File: src/rtl/cpu_pkg.sv
// Shared definitions for the execute stage: ALU op codes, the control FSM
// state type, datapath width and iteration count of the multiply/divide
// engine.
// Optional feature: EXECUTE_DIV_EN enables the iterative unsigned divider
// (adds the DIV state); when undefined, op 10 is a single-cycle zero result.
package cpu_pkg;

  localparam int unsigned DATA_W = 16;
  localparam int unsigned ITER_N = 16;

  localparam logic [3:0] OP_ADD = 4'd0;
  localparam logic [3:0] OP_SUB = 4'd1;
  localparam logic [3:0] OP_AND = 4'd2;
  localparam logic [3:0] OP_OR  = 4'd3;
  localparam logic [3:0] OP_XOR = 4'd4;
  localparam logic [3:0] OP_SLL = 4'd5;
  localparam logic [3:0] OP_SRL = 4'd6;
  localparam logic [3:0] OP_SRA = 4'd7;
  localparam logic [3:0] OP_SLT = 4'd8;
  localparam logic [3:0] OP_MUL = 4'd9;
  localparam logic [3:0] OP_DIV = 4'd10;

  typedef enum logic [1:0] {
    ST_IDLE = 2'd0,
    ST_MUL  = 2'd1,
`ifdef EXECUTE_DIV_EN
    ST_DIV  = 2'd2,
`endif
    ST_DONE = 2'd3
  } state_e;

endpackage

File: src/rtl/iter_muldiv.sv
// Iterative multiply/divide engine, one bit per cycle for ITER_N cycles.
// Multiply: shift-add, low DATA_W bits of the product.
// Divide (EXECUTE_DIV_EN only): restoring division, unsigned quotient;
// a zero divisor naturally yields an all-ones quotient.
// Ports:
//   clk, rst  - clock, synchronous active-high reset
//   start     - load operands and begin iterating (ignored mid-operation
//               by construction: the caller only starts from idle)
//   op        - 0 multiply, 1 divide
//   a, b      - multiplicand/dividend, multiplier/divisor
//   done      - high during the cycle whose edge performs the last iteration
//   result    - final value, held until the next start
module iter_muldiv
  import cpu_pkg::*;
(
  input  logic              clk,
  input  logic              rst,
  input  logic              start,
  input  logic              op,
  input  logic [DATA_W-1:0] a,
  input  logic [DATA_W-1:0] b,
  output logic              done,
  output logic [DATA_W-1:0] result
);

  localparam int unsigned     CNT_W    = $clog2(ITER_N);
  localparam logic [CNT_W-1:0] CNT_LAST = CNT_W'(ITER_N - 1);

  // mc: multiplicand (shifts left) or divisor (static)
  // sh: multiplier (shifts right) or dividend shifting out / quotient in
  // acc: product accumulator or partial remainder
  logic              busy_q, busy_d;
  logic [CNT_W-1:0]  cnt_q, cnt_d;
  logic              op_q, op_d;
  logic [DATA_W-1:0] acc_q, acc_d;
  logic [DATA_W-1:0] mc_q, mc_d;
  logic [DATA_W-1:0] sh_q, sh_d;
`ifdef EXECUTE_DIV_EN
  logic [DATA_W:0]   rem_sh, diff;
`endif

  always_comb begin
    busy_d = busy_q;
    cnt_d  = cnt_q;
    op_d   = op_q;
    acc_d  = acc_q;
    mc_d   = mc_q;
    sh_d   = sh_q;
`ifdef EXECUTE_DIV_EN
    rem_sh = '0;
    diff   = '0;
`endif
    if (start) begin
      busy_d = 1'b1;
      cnt_d  = '0;
      op_d   = op;
      acc_d  = '0;
      mc_d   = b;
      sh_d   = a;
    end else if (busy_q) begin
      cnt_d = cnt_q + 1'b1;
      if (cnt_q == CNT_LAST) busy_d = 1'b0;
`ifdef EXECUTE_DIV_EN
      if (op_q) begin
        // Borrow out of the 17-bit subtract means remainder < divisor.
        rem_sh = {acc_q, sh_q[DATA_W-1]};
        diff   = rem_sh - {1'b0, mc_q};
        if (!diff[DATA_W]) begin
          acc_d = diff[DATA_W-1:0];
          sh_d  = {sh_q[DATA_W-2:0], 1'b1};
        end else begin
          acc_d = rem_sh[DATA_W-1:0];
          sh_d  = {sh_q[DATA_W-2:0], 1'b0};
        end
      end else
`endif
      begin
        if (sh_q[0]) acc_d = acc_q + mc_q;
        mc_d = {mc_q[DATA_W-2:0], 1'b0};
        sh_d = {1'b0, sh_q[DATA_W-1:1]};
      end
    end
  end

  always_ff @(posedge clk) begin
    if (rst) begin
      busy_q <= 1'b0;
      cnt_q  <= '0;
      op_q   <= 1'b0;
      acc_q  <= '0;
      mc_q   <= '0;
      sh_q   <= '0;
    end else begin
      busy_q <= busy_d;
      cnt_q  <= cnt_d;
      op_q   <= op_d;
      acc_q  <= acc_d;
      mc_q   <= mc_d;
      sh_q   <= sh_d;
    end
  end

  assign done = busy_q && (cnt_q == CNT_LAST);
`ifdef EXECUTE_DIV_EN
  assign result = op_q ? sh_q : acc_q;
`else
  assign result = op_q ? '0 : acc_q;
`endif

endmodule

File: src/rtl/execute_stage.sv
// Pipeline execute stage: single-cycle ALU, control FSM for iterative
// MUL/DIV, and the output register feeding the memory stage.
// Optional feature: EXECUTE_DIV_EN enables iterative DIV (op 10);
// otherwise op 10 is a single-cycle op returning zero.
// Ports:
//   clk, rst           - clock, synchronous active-high reset
//   Stall              - holds the output register (iteration continues)
//   InValid, AluOp     - instruction present, operation select
//   OpA, OpB           - operands (OpB already immediate-muxed)
//   StoreData, MemWrIn - store value and store flag
//   ALUResult, DataIn, MemWr, OutValid - registered outputs
//   Busy               - combinational; upstream must freeze while high
module execute_stage
  import cpu_pkg::*;
(
  input  logic              clk,
  input  logic              rst,
  input  logic              Stall,
  input  logic              InValid,
  input  logic [3:0]        AluOp,
  input  logic [DATA_W-1:0] OpA,
  input  logic [DATA_W-1:0] OpB,
  input  logic [DATA_W-1:0] StoreData,
  input  logic              MemWrIn,
  output logic [DATA_W-1:0] ALUResult,
  output logic [DATA_W-1:0] DataIn,
  output logic              MemWr,
  output logic              OutValid,
  output logic              Busy
);

  state_e            state_q, state_d;
  logic              is_mul, is_div, multi, accept, eng_start, eng_done;
  logic [DATA_W-1:0] alu_res, eng_result;
  logic [DATA_W-1:0] res_q, res_d, data_q, data_d, sdata_q, sdata_d;
  logic              memwr_q, memwr_d, valid_q, valid_d, smw_q, smw_d;

  assign is_mul = (AluOp == OP_MUL);
`ifdef EXECUTE_DIV_EN
  assign is_div = (AluOp == OP_DIV);
`else
  assign is_div = 1'b0;
`endif
  assign multi     = is_mul || is_div;
  assign accept    = (state_q == ST_IDLE) && InValid && !Stall;
  assign eng_start = accept && multi;
  assign Busy      = (state_q != ST_IDLE) || (InValid && multi);

  iter_muldiv u_muldiv (
    .clk    (clk),
    .rst    (rst),
    .start  (eng_start),
    .op     (is_div),
    .a      (OpA),
    .b      (OpB),
    .done   (eng_done),
    .result (eng_result)
  );

  always_comb begin
    alu_res = '0;
    case (AluOp)
      OP_ADD: alu_res = OpA + OpB;
      OP_SUB: alu_res = OpA - OpB;
      OP_AND: alu_res = OpA & OpB;
      OP_OR:  alu_res = OpA | OpB;
      OP_XOR: alu_res = OpA ^ OpB;
      OP_SLL: alu_res = OpA << OpB[3:0];
      OP_SRL: alu_res = OpA >> OpB[3:0];
      OP_SRA: alu_res = $unsigned($signed(OpA) >>> OpB[3:0]);
      OP_SLT: alu_res = {{(DATA_W-1){1'b0}}, ($signed(OpA) < $signed(OpB))};
      default: alu_res = '0;
    endcase
  end

  always_comb begin
    state_d = state_q;
    res_d   = res_q;
    data_d  = data_q;
    memwr_d = memwr_q;
    valid_d = valid_q;
    sdata_d = sdata_q;
    smw_d   = smw_q;
    case (state_q)
      ST_IDLE: begin
        if (!Stall) begin
          if (InValid && !multi) begin
            res_d   = alu_res;
            data_d  = StoreData;
            memwr_d = MemWrIn;
            valid_d = 1'b1;
          end else begin
            // Idle cycle or acceptance of a multi-cycle op: bubble
            valid_d = 1'b0;
            memwr_d = 1'b0;
          end
        end
        if (eng_start) begin
          sdata_d = StoreData;
          smw_d   = MemWrIn;
        end
        if (accept && is_mul) state_d = ST_MUL;
`ifdef EXECUTE_DIV_EN
        else if (accept && is_div) state_d = ST_DIV;
`endif
      end
`ifdef EXECUTE_DIV_EN
      ST_MUL, ST_DIV: begin
`else
      ST_MUL: begin
`endif
        if (!Stall) begin
          valid_d = 1'b0;
          memwr_d = 1'b0;
        end
        if (eng_done) state_d = ST_DONE;
      end
      ST_DONE: begin
        if (!Stall) begin
          res_d   = eng_result;
          data_d  = sdata_q;
          memwr_d = smw_q;
          valid_d = 1'b1;
          state_d = ST_IDLE;
        end
      end
      default: state_d = ST_IDLE;
    endcase
  end

  always_ff @(posedge clk) begin
    if (rst) begin
      state_q <= ST_IDLE;
      res_q   <= '0;
      data_q  <= '0;
      memwr_q <= 1'b0;
      valid_q <= 1'b0;
      sdata_q <= '0;
      smw_q   <= 1'b0;
    end else begin
      state_q <= state_d;
      res_q   <= res_d;
      data_q  <= data_d;
      memwr_q <= memwr_d;
      valid_q <= valid_d;
      sdata_q <= sdata_d;
      smw_q   <= smw_d;
    end
  end

  assign ALUResult = res_q;
  assign DataIn    = data_q;
  assign MemWr     = memwr_q;
  assign OutValid  = valid_q;

endmodule
File: config.mk
export PLATFORM = sky130hd
export DESIGN_NAME = execute_stage
export DESIGN_NICKNAME = d
export VERILOG_FILES = /design/src/rtl/cpu_pkg.sv /design/src/rtl/iter_muldiv.sv /design/src/rtl/execute_stage.sv
export SDC_FILE = /design/constraint.sdc
export NUM_CORES = 1
export LEC_CHECK = 0
export BUFFER_PORTS_ARGS = -buffer_cell sky130_fd_sc_hd__buf_2
export CORE_MARGIN = 5
export CORE_UTILIZATION = 35
export CTS_BUF_LIST = sky130_fd_sc_hd__clkbuf_4 sky130_fd_sc_hd__clkbuf_8 sky130_fd_sc_hd__clkbuf_16
export DETAILED_ROUTE_END_ITERATION = 10
export SLEW_MARGIN = 0
export SYNTH_ARGS = -nofsm -noshare
export SYNTH_HDL_FRONTEND = slang
export SYNTH_SLANG_ARGS = --single-unit
File: constraint.sdc
create_clock -name clk -period 8.3 [get_ports clk]
set_input_delay 1.66 -clock clk [delete_from_list [all_inputs] [get_ports clk]]
set_output_delay 1.66 -clock clk [all_outputs]
set_load 0.1 [all_outputs]
==> metrics.txt <==
Syn Area/Cell=8.07 um2; drt wl/cell=21.3 um; worst slew margin relative to its limit=a little under a quarter; first-iteration detailed-routing DRC count=861; crit end category=output port; commonest non-fill, non-tap cell in the layout=nor2_1; core box area=0.0261 mm2; Post-Route WL=between 30000 and 40000 um; post-route setup TNS=0 ns; number of maximum-capacitance violations=0; ratio of cells with drive above 1 in the final layout=15.8%; static power due to leakage=3.91 nW; RSZ-0062 raised after global routing=false; number of antenna violations at the first check in global routing=0; clock period minus worst slack=4.99 ns; TritonCTS clock tree=built; total congestion overflow after global routing=0; Yosys cell types=93; Hold Fails Final Rpt=0; Max H-tree Level=3; critical path class=in2out; length of the first detailed-routing pass in iterations=5; result of the run=finished, final reports clean; synthesized cell area=a little over 0.009 mm2; number of synthesis warnings=0; cts repair resizes=0; WP data required=6.64 ns; buffer depth of the longest clock path=2; final antenna-violating net count=0; die footprint=0.0298 mm2; final estimated routing congestion in global placement=0.964; total number of clock tree sinks=about 110; Async S/R FF share, synth=0%; final cycle utilization of the critical path=around three fifths; Finished Core Util=38.8%; starting density of the core=35.6%; type of element launching the critical path=primary input; diode insertion count for antenna repair=0; number of max-slew violations in the final report=0; root buffer cell=clkbuf_16; via density per instance=5.89; top library cells by usage in the layout, fill and taps aside=nor2_1, dfxtp_1, nand2_1; Die Span X=173 um; kind of path behind the tightest hold check=reg2reg; Die Span Y=173 um; net count of the finished layout=1302; power per unit of standard cell area=between 100 and 150 mW/mm2; Syn Nets=~1300; Clk pin slew, worst setup/hold paths=around 0.090 ns; worst IR drop on VDD=around 0.085 mV; via count of the first global-routing pass=8567; Hold-fix buffers, CTS=0; later-pin clock latency in the skew report=0.36 ns; worst setup skew after layout=0.00739 ns; top_reg_cell synth=dfxtp_1; proportion of synthesized chip area in sequential cells=22.9%; number of buffers inserted by post-CTS setup repair=0; Post-Synthesis Cells=1149; slew of the pin with the lowest slew margin=1.16 ns; global-route wire length before repair=about 50000 um; synthesis-stage register bit count=between 100 and 150; cts bufs inserted=9; DR DRC count=0; relative area change from synthesis to final layout=9.05%; total number of vias=8921; number of flops mapped to enable cells by yosys=0; placement row count=59; maximum clock rate=200 MHz; combined global-route utilization of all metal layers=20.8%; total of buffers placed on input and output ports=91; pin count of the biggest net entering global routing=between 60 and 70; Crit Path Max Fanout=37; Fin Hold WS=roughly 0.46 ns; endpoint arrival time on the critical path=approximately 3.3 ns; HPWL reported at the end of detailed placement=approximately 24000 um; number of ports placed on the die boundary=92; setup-violating endpoint count in the final report=0
## metal layers
layer	vias to the layer above	global-route usage, %	routed length [um]
met4	0	6.85	894
met1	4289	28.3	14400
met2	308	33.5	15000
met5	-	0	0
li1	4276	-	-
met3	48	3.49	1830
## flip-flops by register name, indices dropped and copies added (netlist names)
name,count
u_muldiv.sh_q,16
u_muldiv.cnt_q,4
OutValid,1
u_muldiv.mc_q,16
u_muldiv.busy_q,1
state_q,2
smw_q,1
MemWr,1
sdata_q,16
DataIn,16
u_muldiv.acc_q,16
ALUResult,16
## power by group
| part | switching, mW | internal (mW) |
|---|---|---|
| combinational | 0.327 | 0.137 |
| sequential | 0.00949 | 0.524 |
| clock | 0.236 | 0.221 |
| total | 0.572 | 0.882 |
## path summary, 6_finish.rpt
path	cells past startpoint	slack (ns)	from	end
max	5	3.31	AluOp[0]	Busy
min reg2reg	2	0.46	sdata_q[0]	sdata_q[0]
min	2	0.46	sdata_q[0]	sdata_q[0]
max reg2reg	9	5.34	state_q[0]	ALUResult[3]
## cell families (layout without fill, tap and decap cells)
| family | count (synthesis) | after routing | share of synthesized area [%] |
|---|---|---|---|
| flip-flops | 106 | 106 | 22.9 |
| adder cells (fa/ha/maj) | 71 | 71 | 9.82 |
| XOR/XNOR | 29 | 29 | 2.74 |
| AND/OR/NAND/NOR | 376 | 376 | 19.2 |
| multiplexers | 97 | 97 | 13.5 |
| buffers and inverters | 139 | 169 | 6.79 |
| AO/OA/AOI/OAI | 331 | 331 | 25.1 |
## cell type report
class	count	area [um2]
fill	2704	15900
multi-input combinational	904	6540
sequential	106	2120
timing repair buffer	99	515
tap	335	419
clock buffer	9	225
inverter	54	203
clock inverter	7	86.3
## cells in the mapped netlist, types with 14 or more instances
cell,number,share of area (%)
nor2b_1,15,1.0
xnor2_1,21,2.0
clkbuf_1,42,1.7
a211oi_1,66,5.3
nand3_1,21,1.1
ha_1,68,9.2
mux2i_1,65,7.0
o21ai_0,37,2.0
nor3_1,29,1.6
a21oi_1,92,5.0
inv_1,51,2.1
buf_2,30,1.6
nand2_1,98,4.0
a31oi_1,14,0.94
nor2_1,139,5.6
mux4_2,21,5.1
dfxtp_1,106,23
## stage by stage
step	setup WS [ns]	std cells	power, mW	instance area (um2)
2_1_floorplan	2.44	1149	0.890	9270
3_3_place_gp	3.35	1498	1.00	9800
3_5_place_dp	3.33	1498	1.00	9800
4_1_cts	3.32	1514	1.46	10100
5_1_grt	3.22	1514	1.52	10100
6_report	3.31	1514	1.45	10100
## worst max-delay path, stage by stage
cell	delay, ns
buf_2	0.08
buf_4	0.36
nand4bb_1	0.37
o21ai_0	0.36
buf_2	0.48
No activity file was read; power rests on OpenSTA's default activity.
